[src/rtl/sha256_pkg.sv]
// SHA-256 shared definitions: round constants, standard IV, sigma/choice/majority
// helpers, working-state packing and the round-engine FSM encoding.
package sha256_pkg;

  typedef enum logic [1:0] {
    ST_IDLE  = 2'd0,
    ST_ROUND = 2'd1,
    ST_DONE  = 2'd2
  } sha_fsm_t;

  // Working variables; a sits in the MSBs so the struct matches iv_in/state_out packing.
  typedef struct packed {
    logic [31:0] a;
    logic [31:0] b;
    logic [31:0] c;
    logic [31:0] d;
    logic [31:0] e;
    logic [31:0] f;
    logic [31:0] g;
    logic [31:0] h;
  } sha_state_t;

  localparam logic [255:0] SHA256_IV = {
    32'h6a09e667, 32'hbb67ae85, 32'h3c6ef372, 32'ha54ff53a,
    32'h510e527f, 32'h9b05688c, 32'h1f83d9ab, 32'h5be0cd19
  };

  localparam logic [31:0] K [0:63] = '{
    32'h428a2f98, 32'h71374491, 32'hb5c0fbcf, 32'he9b5dba5,
    32'h3956c25b, 32'h59f111f1, 32'h923f82a4, 32'hab1c5ed5,
    32'hd807aa98, 32'h12835b01, 32'h243185be, 32'h550c7dc3,
    32'h72be5d74, 32'h80deb1fe, 32'h9bdc06a7, 32'hc19bf174,
    32'he49b69c1, 32'hefbe4786, 32'h0fc19dc6, 32'h240ca1cc,
    32'h2de92c6f, 32'h4a7484aa, 32'h5cb0a9dc, 32'h76f988da,
    32'h983e5152, 32'ha831c66d, 32'hb00327c8, 32'hbf597fc7,
    32'hc6e00bf3, 32'hd5a79147, 32'h06ca6351, 32'h14292967,
    32'h27b70a85, 32'h2e1b2138, 32'h4d2c6dfc, 32'h53380d13,
    32'h650a7354, 32'h766a0abb, 32'h81c2c92e, 32'h92722c85,
    32'ha2bfe8a1, 32'ha81a664b, 32'hc24b8b70, 32'hc76c51a3,
    32'hd192e819, 32'hd6990624, 32'hf40e3585, 32'h106aa070,
    32'h19a4c116, 32'h1e376c08, 32'h2748774c, 32'h34b0bcb5,
    32'h391c0cb3, 32'h4ed8aa4a, 32'h5b9cca4f, 32'h682e6ff3,
    32'h748f82ee, 32'h78a5636f, 32'h84c87814, 32'h8cc70208,
    32'h90befffa, 32'ha4506ceb, 32'hbef9a3f7, 32'hc67178f2
  };

  function automatic logic [31:0] rotr(input logic [31:0] x, input int unsigned n);
    logic [63:0] d;
    d = {x, x} >> n;
    return d[31:0];
  endfunction

  // Sigma0 of the compression round
  function automatic logic [31:0] big_s0(input logic [31:0] x);
    return rotr(x, 2) ^ rotr(x, 13) ^ rotr(x, 22);
  endfunction

  // Sigma1 of the compression round
  function automatic logic [31:0] big_s1(input logic [31:0] x);
    return rotr(x, 6) ^ rotr(x, 11) ^ rotr(x, 25);
  endfunction

  // sigma0 of the message schedule
  function automatic logic [31:0] small_s0(input logic [31:0] x);
    return rotr(x, 7) ^ rotr(x, 18) ^ (x >> 3);
  endfunction

  // sigma1 of the message schedule
  function automatic logic [31:0] small_s1(input logic [31:0] x);
    return rotr(x, 17) ^ rotr(x, 19) ^ (x >> 10);
  endfunction

  function automatic logic [31:0] ch(input logic [31:0] e, input logic [31:0] f,
                                     input logic [31:0] g);
    return (e & f) ^ (~e & g);
  endfunction

  function automatic logic [31:0] maj(input logic [31:0] a, input logic [31:0] b,
                                      input logic [31:0] c);
    return (a & b) ^ (a & c) ^ (b & c);
  endfunction

endpackage

[src/rtl/sha256_round_engine_msg_sched.sv]
// SHA-256 message schedule: a 16-word sliding window holding W[t]..W[t+15].
// win[15] is always W[t]; each advance shifts the window and appends the next
// expanded word(s). With SHA_TWO_ROUNDS_EN defined it shifts by two per edge
// and also presents W[t+1].
module sha256_msg_sched
  import sha256_pkg::*;
(
  input  logic         clk,
  input  logic         reset,
  input  logic         load,
  input  logic         advance,
  input  logic [511:0] block_in,
  output logic [31:0]  w0
`ifdef SHA_TWO_ROUNDS_EN
  ,
  output logic [31:0]  w1
`endif
);

  // win[15-j] holds W[t+j]; loading the block directly puts W0 in win[15].
  logic [15:0][31:0] win;
  logic [31:0]       nw0;

  // Next expanded word W[t+16] from the current window.
  always_comb begin
    nw0 = small_s1(win[1]) + win[6] + small_s0(win[14]) + win[15];
  end

`ifdef SHA_TWO_ROUNDS_EN
  logic [31:0] nw1;

  // W[t+17] needs only W[t+15] and older, so it does not depend on nw0.
  always_comb begin
    nw1 = small_s1(win[0]) + win[5] + small_s0(win[13]) + win[14];
  end

  assign w1 = win[14];
`endif

  assign w0 = win[15];

  // Window register: load the block on accept, otherwise slide while rounds run.
  always_ff @(posedge clk) begin
    if (reset) begin
      win <= '0;
    end else if (load) begin
      win <= block_in;
    end else if (advance) begin
`ifdef SHA_TWO_ROUNDS_EN
      win <= {win[13:0], nw0, nw1};
`else
      win <= {win[14:0], nw0};
`endif
    end
  end

endmodule

[src/rtl/sha256_round_engine.sv]
// SHA-256 compression round engine: 64 rounds over one block starting from a
// chaining value, returning the final working variables (no IV add).
// Optional build macro SHA_TWO_ROUNDS_EN: two rounds per clock (32-cycle latency).
module sha256_round_engine
  import sha256_pkg::*;
(
  input  logic         clk,
  input  logic         reset,
  input  logic         start,
  input  logic [511:0] block_in,
  input  logic [255:0] iv_in,
  input  logic [1:0]   tag_in,
  output logic         busy,
  output logic         done,
  output logic [255:0] state_out,
  output logic [1:0]   tag_out
);

`ifdef SHA_TWO_ROUNDS_EN
  localparam logic [5:0] T_STEP = 6'd2;
  localparam logic [5:0] T_LAST = 6'd62;
`else
  localparam logic [5:0] T_STEP = 6'd1;
  localparam logic [5:0] T_LAST = 6'd63;
`endif

  sha_fsm_t   fsm;
  logic [5:0] t;
  sha_state_t work;
  sha_state_t next_work;
  logic [1:0] tag_q;
  logic       sched_load;
  logic       sched_adv;
  logic [31:0] w0;

  function automatic sha_state_t sha_round(input sha_state_t s, input logic [31:0] k,
                                           input logic [31:0] w);
    logic [31:0] t1;
    logic [31:0] t2;
    sha_state_t  r;
    t1  = s.h + big_s1(s.e) + ch(s.e, s.f, s.g) + k + w;
    t2  = big_s0(s.a) + maj(s.a, s.b, s.c);
    r.a = t1 + t2;
    r.b = s.a;
    r.c = s.b;
    r.d = s.c;
    r.e = s.d + t1;
    r.f = s.e;
    r.g = s.f;
    r.h = s.g;
    return r;
  endfunction

  assign sched_load = (fsm == ST_IDLE) && start;
  assign sched_adv  = (fsm == ST_ROUND);

`ifdef SHA_TWO_ROUNDS_EN
  logic [31:0] w1;
  sha_state_t  mid_work;

  sha256_msg_sched u_sched (
    .clk      (clk),
    .reset    (reset),
    .load     (sched_load),
    .advance  (sched_adv),
    .block_in (block_in),
    .w0       (w0),
    .w1       (w1)
  );

  // Rounds t and t+1 chained combinationally; t is always even here.
  always_comb begin
    mid_work  = sha_round(work, K[t], w0);
    next_work = sha_round(mid_work, K[{t[5:1], 1'b1}], w1);
  end
`else
  sha256_msg_sched u_sched (
    .clk      (clk),
    .reset    (reset),
    .load     (sched_load),
    .advance  (sched_adv),
    .block_in (block_in),
    .w0       (w0)
  );

  // Single round t per clock.
  always_comb begin
    next_work = sha_round(work, K[t], w0);
  end
`endif

  // Control FSM with registered busy/done and result capture on DONE entry.
  always_ff @(posedge clk) begin
    if (reset) begin
      fsm       <= ST_IDLE;
      t         <= '0;
      work      <= '0;
      tag_q     <= '0;
      busy      <= 1'b0;
      done      <= 1'b0;
      state_out <= '0;
      tag_out   <= '0;
    end else begin
      case (fsm)
        ST_IDLE: begin
          done <= 1'b0;
          if (start) begin
            work  <= iv_in;
            tag_q <= tag_in;
            t     <= '0;
            busy  <= 1'b1;
            fsm   <= ST_ROUND;
          end
        end
        ST_ROUND: begin
          work <= next_work;
          t    <= t + T_STEP;
          if (t == T_LAST) begin
            fsm       <= ST_DONE;
            done      <= 1'b1;
            state_out <= next_work;
            tag_out   <= tag_q;
          end
        end
        ST_DONE: begin
          done <= 1'b0;
          busy <= 1'b0;
          fsm  <= ST_IDLE;
        end
        default: begin
          fsm  <= ST_IDLE;
          busy <= 1'b0;
          done <= 1'b0;
        end
      endcase
    end
  end

endmodule
[config.mk]
export PLATFORM = sky130hd
export DESIGN_NAME = sha256_round_engine
export DESIGN_NICKNAME = d
export VERILOG_FILES = /design/src/rtl/sha256_pkg.sv /design/src/rtl/sha256_round_engine_msg_sched.sv /design/src/rtl/sha256_round_engine.sv
export SDC_FILE = /design/constraint.sdc
export NUM_CORES = 2
export LEC_CHECK = 0
export CAP_MARGIN = 20
export CORE_AREA = 2 2 399 401
export CTS_CLUSTER_DIAMETER = 80
export CTS_CLUSTER_SIZE = 10
export DETAILED_ROUTE_END_ITERATION = 10
export DIE_AREA = 0 0 401 403
export SLEW_MARGIN = 5
export SYNTH_ARGS = -nofsm -noshare
export SYNTH_HDL_FRONTEND = slang
export SYNTH_HIERARCHICAL = 1
export SYNTH_SLANG_ARGS = --single-unit
[constraint.sdc]
create_clock -name clk -period 10.6 [get_ports clk]
set_input_delay 1.06 -clock clk [delete_from_list [all_inputs] [get_ports clk]]
set_output_delay 1.06 -clock clk [all_outputs]
set_load 0.03 [all_outputs]
==> summary.md <==
| Metric | Value |
|---|---|
| Max incr delay on CP | `roughly 650 ps` |
| EDFF count, synth | `0` |
| Die Height | `between 400 and 500 um` |
| Num rows | `146` |
| Worst clock skew | `between 60 and 70 ps` |
| Post-synth ARST share | `0%` |
| M3 GR Usage | `approximately 6.8%` |
| Critical path type | `reg2reg` |
| Largest net degree at the start of global routing | `about 260` |
| R2R Path End | `next_work[223]$_SDFFE_PP0P_` |
| Worst endpoint required time | `roughly 11000 ps` |
| Clock sink count | `~1000` |
| First-pass GRT wire length | `389 mm` |
| 1st-iter DRT viols | `slightly above 5000` |
| Post-route clock period utilization | `between 80% and 90%` |
| H-tree levels | `3` |
| Max-slew violation count | `0` |
| DRC errors left | `0` |
| Final Cell Area | `0.0745 mm2` |
| Final ANT Viol Nets | `0` |
| Detailed Routing Iterations Pass 1 | `6` |
| Die X | `~400 um` |
| Power Dens Cells | `approximately 400 mW/mm2` |
| Ys flop type | `dfxtp_1` |
| Post-synthesis cell type count | `92` |
| CP startpoint kind | `flip-flop` |
| Unrepaired setup endpoints after global routing | `false` |
| #FFs+latches synth | `roughly 1000` |
| TNS Setup | `0 ps` |
| GRT busiest layer | `met2` |
| Most frequent cells in the layout | `a21oi_1, nor2_1, dfxtp_1, clkdlybuf4s50_1, nand2_1` |
| Internal power | `between 10 and 15 mW` |
| RR Startpoint | `t[0]$_SDFFE_PP0P_` |
| Final Hold Vio Count | `0` |
| Hold EP | `busy$_SDFFE_PP0P_` |
| Net Switching | `15.0 mW` |
| Min-Delay Path Class | `reg2reg` |
| Vias/cell | `approximately 5.5` |
| CORE AREA | `0.157 mm2` |
| Setup violators final | `0` |
| Worst path slowest cell | `o31ai_1` |
| Area Growth Syn to Fin | `25.5%` |
| Status | `finished clean` |
| Reg2Reg Setup Slack | `between 1000 and 1500 ps` |
| Highest Clock Rate | `~110 MHz` |
| FILL cells | `approximately 16000` |
| P_leak | `29.0 nW` |
| Clock Pin Slew Worst Setup and Hold Paths | `approximately 60 ps` |
| Vias | `about 57000` |
| Area after DPL | `0.0711 mm2` |
| I/O pins | `slightly above 1000` |
| Worst-Skew Late Latency | `780 ps` |
| Switching part of the total power | `between 50% and 60%` |
| Ys Warns | `6` |
| # Max-Cap Violations | `0` |
| Root buffer cell | `clkbuf_16` |
| Fin crit period | `approximately 9400 ps` |
| Vias in the first global route | `53500` |
| Port Buf Inserts | `about 1000` |
| Reg power frac | `between 10% and 20%` |
| RePlAce Congestion | `about 0.97` |
| Post-CTS Setup Bufs | `0` |
| CTS tree | `yes` |
| WL/cell | `27.1 um` |
| Layout Utilization | `between 40% and 50%` |
| Worst reg-to-reg path cell count | `39` |
| Initial antenna violation count | `just under 70` |
| Total Die Area | `0.162 mm2` |
| Layout cells sized above 1 | `4.83%` |
| Cell area after synthesis | `about 0.059 mm2` |
| Post-Syn Nets | `8562` |
| NumNets Final | `9238` |
| Slew @ Worst Pin | `roughly 1200 ps` |
| GR Util All Layers | `between 30% and 40%` |
| Post-synthesis cell count | `7460` |
| Initial Util | `37.7%` |
| Worst EP arrival | `~10000 ps` |
| DP Wirelength | `around 210 mm` |
| HP Start | `fsm[1]$_SDFFE_PP0P_` |
| Seq/Total Area, Yosys | `35.0%` |
| Hold-fix buffers, CTS | `0` |
| CTS Buf Count | `120` |
| CP endpoint kind | `flip-flop` |
| Post-cts repair resize count | `0` |
| Total power | `about 29 mW` |
| Drt total wl | `around 280 mm` |
| CP max FO | `12` |
| GRT met1 Usage | `between 40% and 50%` |
| Avg Cell Area, Syn | `between 7 and 8 um2` |
| Commonest non-fill, non-tap cell in the layout | `a21oi_1` |
| Part of the power in the clock network | `12.9%` |
| Total grt overflow | `0` |
| Worst rel slew slack | `between 10% and 20%` |
| Worst vdd ir | `between 0.6 and 0.7 mV` |
| Most used cell, CP | `a21oi_1` |
| Power share of the combinational group | `70.7%` |
| CTS max path bufs | `3` |
| Worst hold path cell count | `1` |
| Met2 Use GR | `a little under three fifths` |
==> how the worst max path moves through the flow <==
stage / to / start / cells past startpoint
final: next_work[223]$_SDFFE_PP0P_ / t[0]$_SDFFE_PP0P_ / 39
after global routing: state_out[255]$_SDFFE_PP0P_ / t[0]$_SDFFE_PP0P_ / 39
after CTS: next_work[223]$_SDFFE_PP0P_ / t[0]$_SDFFE_PP0P_ / 39
after detailed placement: next_work[223]$_SDFFE_PP0P_ / t[0]$_SDFFE_PP0P_ / 39
after global placement: next_work[223]$_SDFFE_PP0P_ / t[0]$_SDFFE_PP0P_ / 39
after floorplan: next_work[223]$_SDFFE_PP0P_ / t[1]$_SDFFE_PP0P_ / 37
==> worst max-delay path, delay by kind of cell, from the launching register on <==
kind	cells	cell delay (ps)
AO/OA/AOI/OAI	13	3210
adder cells (fa/ha/maj)	7	2830
AND/OR/NAND/NOR	10	1640
buffers and inverters	7	1010
flip-flops	1	330
XOR/XNOR	2	220
==> sequential cells by signal (all words and copies together), names as in the netlist <==
signal       cells
tag_out          2
state_out      256
next_work      192
t                6
u_sched/w0      32
done             1
tag_q            2
busy             1
work            64
fsm              2
u_sched/win    480
==> layout make-up <==
| class | count | area, um2 | share of cell area [%] |
|---|---|---|---|
| well taps | 2072 | 2590 | 3.48 |
| diodes | 32 | 80.1 | 0.107 |
| clock inverters | 17 | 278 | 0.373 |
| repair buffers | 1208 | 11800 | 15.8 |
| flip-flops and latches | 1038 | 20800 | 27.9 |
| clock buffers | 126 | 3080 | 4.13 |
| inverters | 351 | 1330 | 1.79 |
| multi-input cells | 5417 | 34600 | 46.4 |
==> power groups by stage <==
stage	Clock, mW	Combinational [mW]	Sequential [mW]
final	3.79	20.8	4.84
after floorplan	0	12.5	4.41
after global placement	0	20.6	4.90
after CTS	3.86	20.6	4.82
after detailed placement	0	20.4	4.90
after global routing	3.99	22.4	4.84
==> per-stage QoR <==
stage | setup slack, ps | cells | hold WS, ps
finish | 1210 | 10300 | 440
global route | 954 | 10300 | 456
CTS | 1350 | 10200 | 440
global placement | 1400 | 10100 | 425
detailed placement | 1370 | 10100 | 429
floorplan | 2240 | 7460 | 405
==> cell usage after synthesis (all sizes together), types with 5 or more instances <==
library cell  number  share of area [%]
a221oi            15               0.23
a211oi            43               0.57
o31ai             12               0.16
o21bai            14               0.18
and3              18               0.19
mux2              12               0.23
and2              11               0.12
nand2            862                5.5
o21ai            156                1.3
xnor2            262                3.9
a22oi            246                3.1
buf              127                1.2
inv              347                2.2
fa               187                6.3
or2               15               0.16
mux2i            513                8.6
a211o              9               0.13
a21o              83                1.1
a311oi            16               0.25
mux4               7               0.27
or3               13               0.15
o21a              24               0.30
nand4             14               0.15
clkbuf           527                3.3
nor3              45               0.38
and4               6              0.089
o221ai             6              0.089
nor2b             24               0.25
nand3             62               0.53
a31oi             27               0.34
o2111ai            5              0.074
nor2            1152                7.3
o311ai            11               0.16
a21oi           1180                 10
xor2             100                1.5
o211ai            20               0.25
ha               142                3.0
nor4              10               0.13
nand2b            22               0.23
maj3               5              0.084
a2111oi           11               0.24
dfxtp           1038                 35
o22ai             12               0.13
==> cell families after synthesis <==
kind of cell,after synthesis,synth area share (%)
xor+xnor,363,5.38
simple gates,2267,15.3
flops,1038,35.0
compound gates,1921,19.1
fa+ha+maj,334,9.38
buf+inv,1005,6.73
mux,532,9.14
==> metal layers <==
layer,share of wire [%],vias up
met5,0.16,-
met4,4.9,66
met3,7.4,548
met2,48,2331
met1,40,27200
li1,-,26400
No activity file was read; power rests on OpenSTA's default activity.
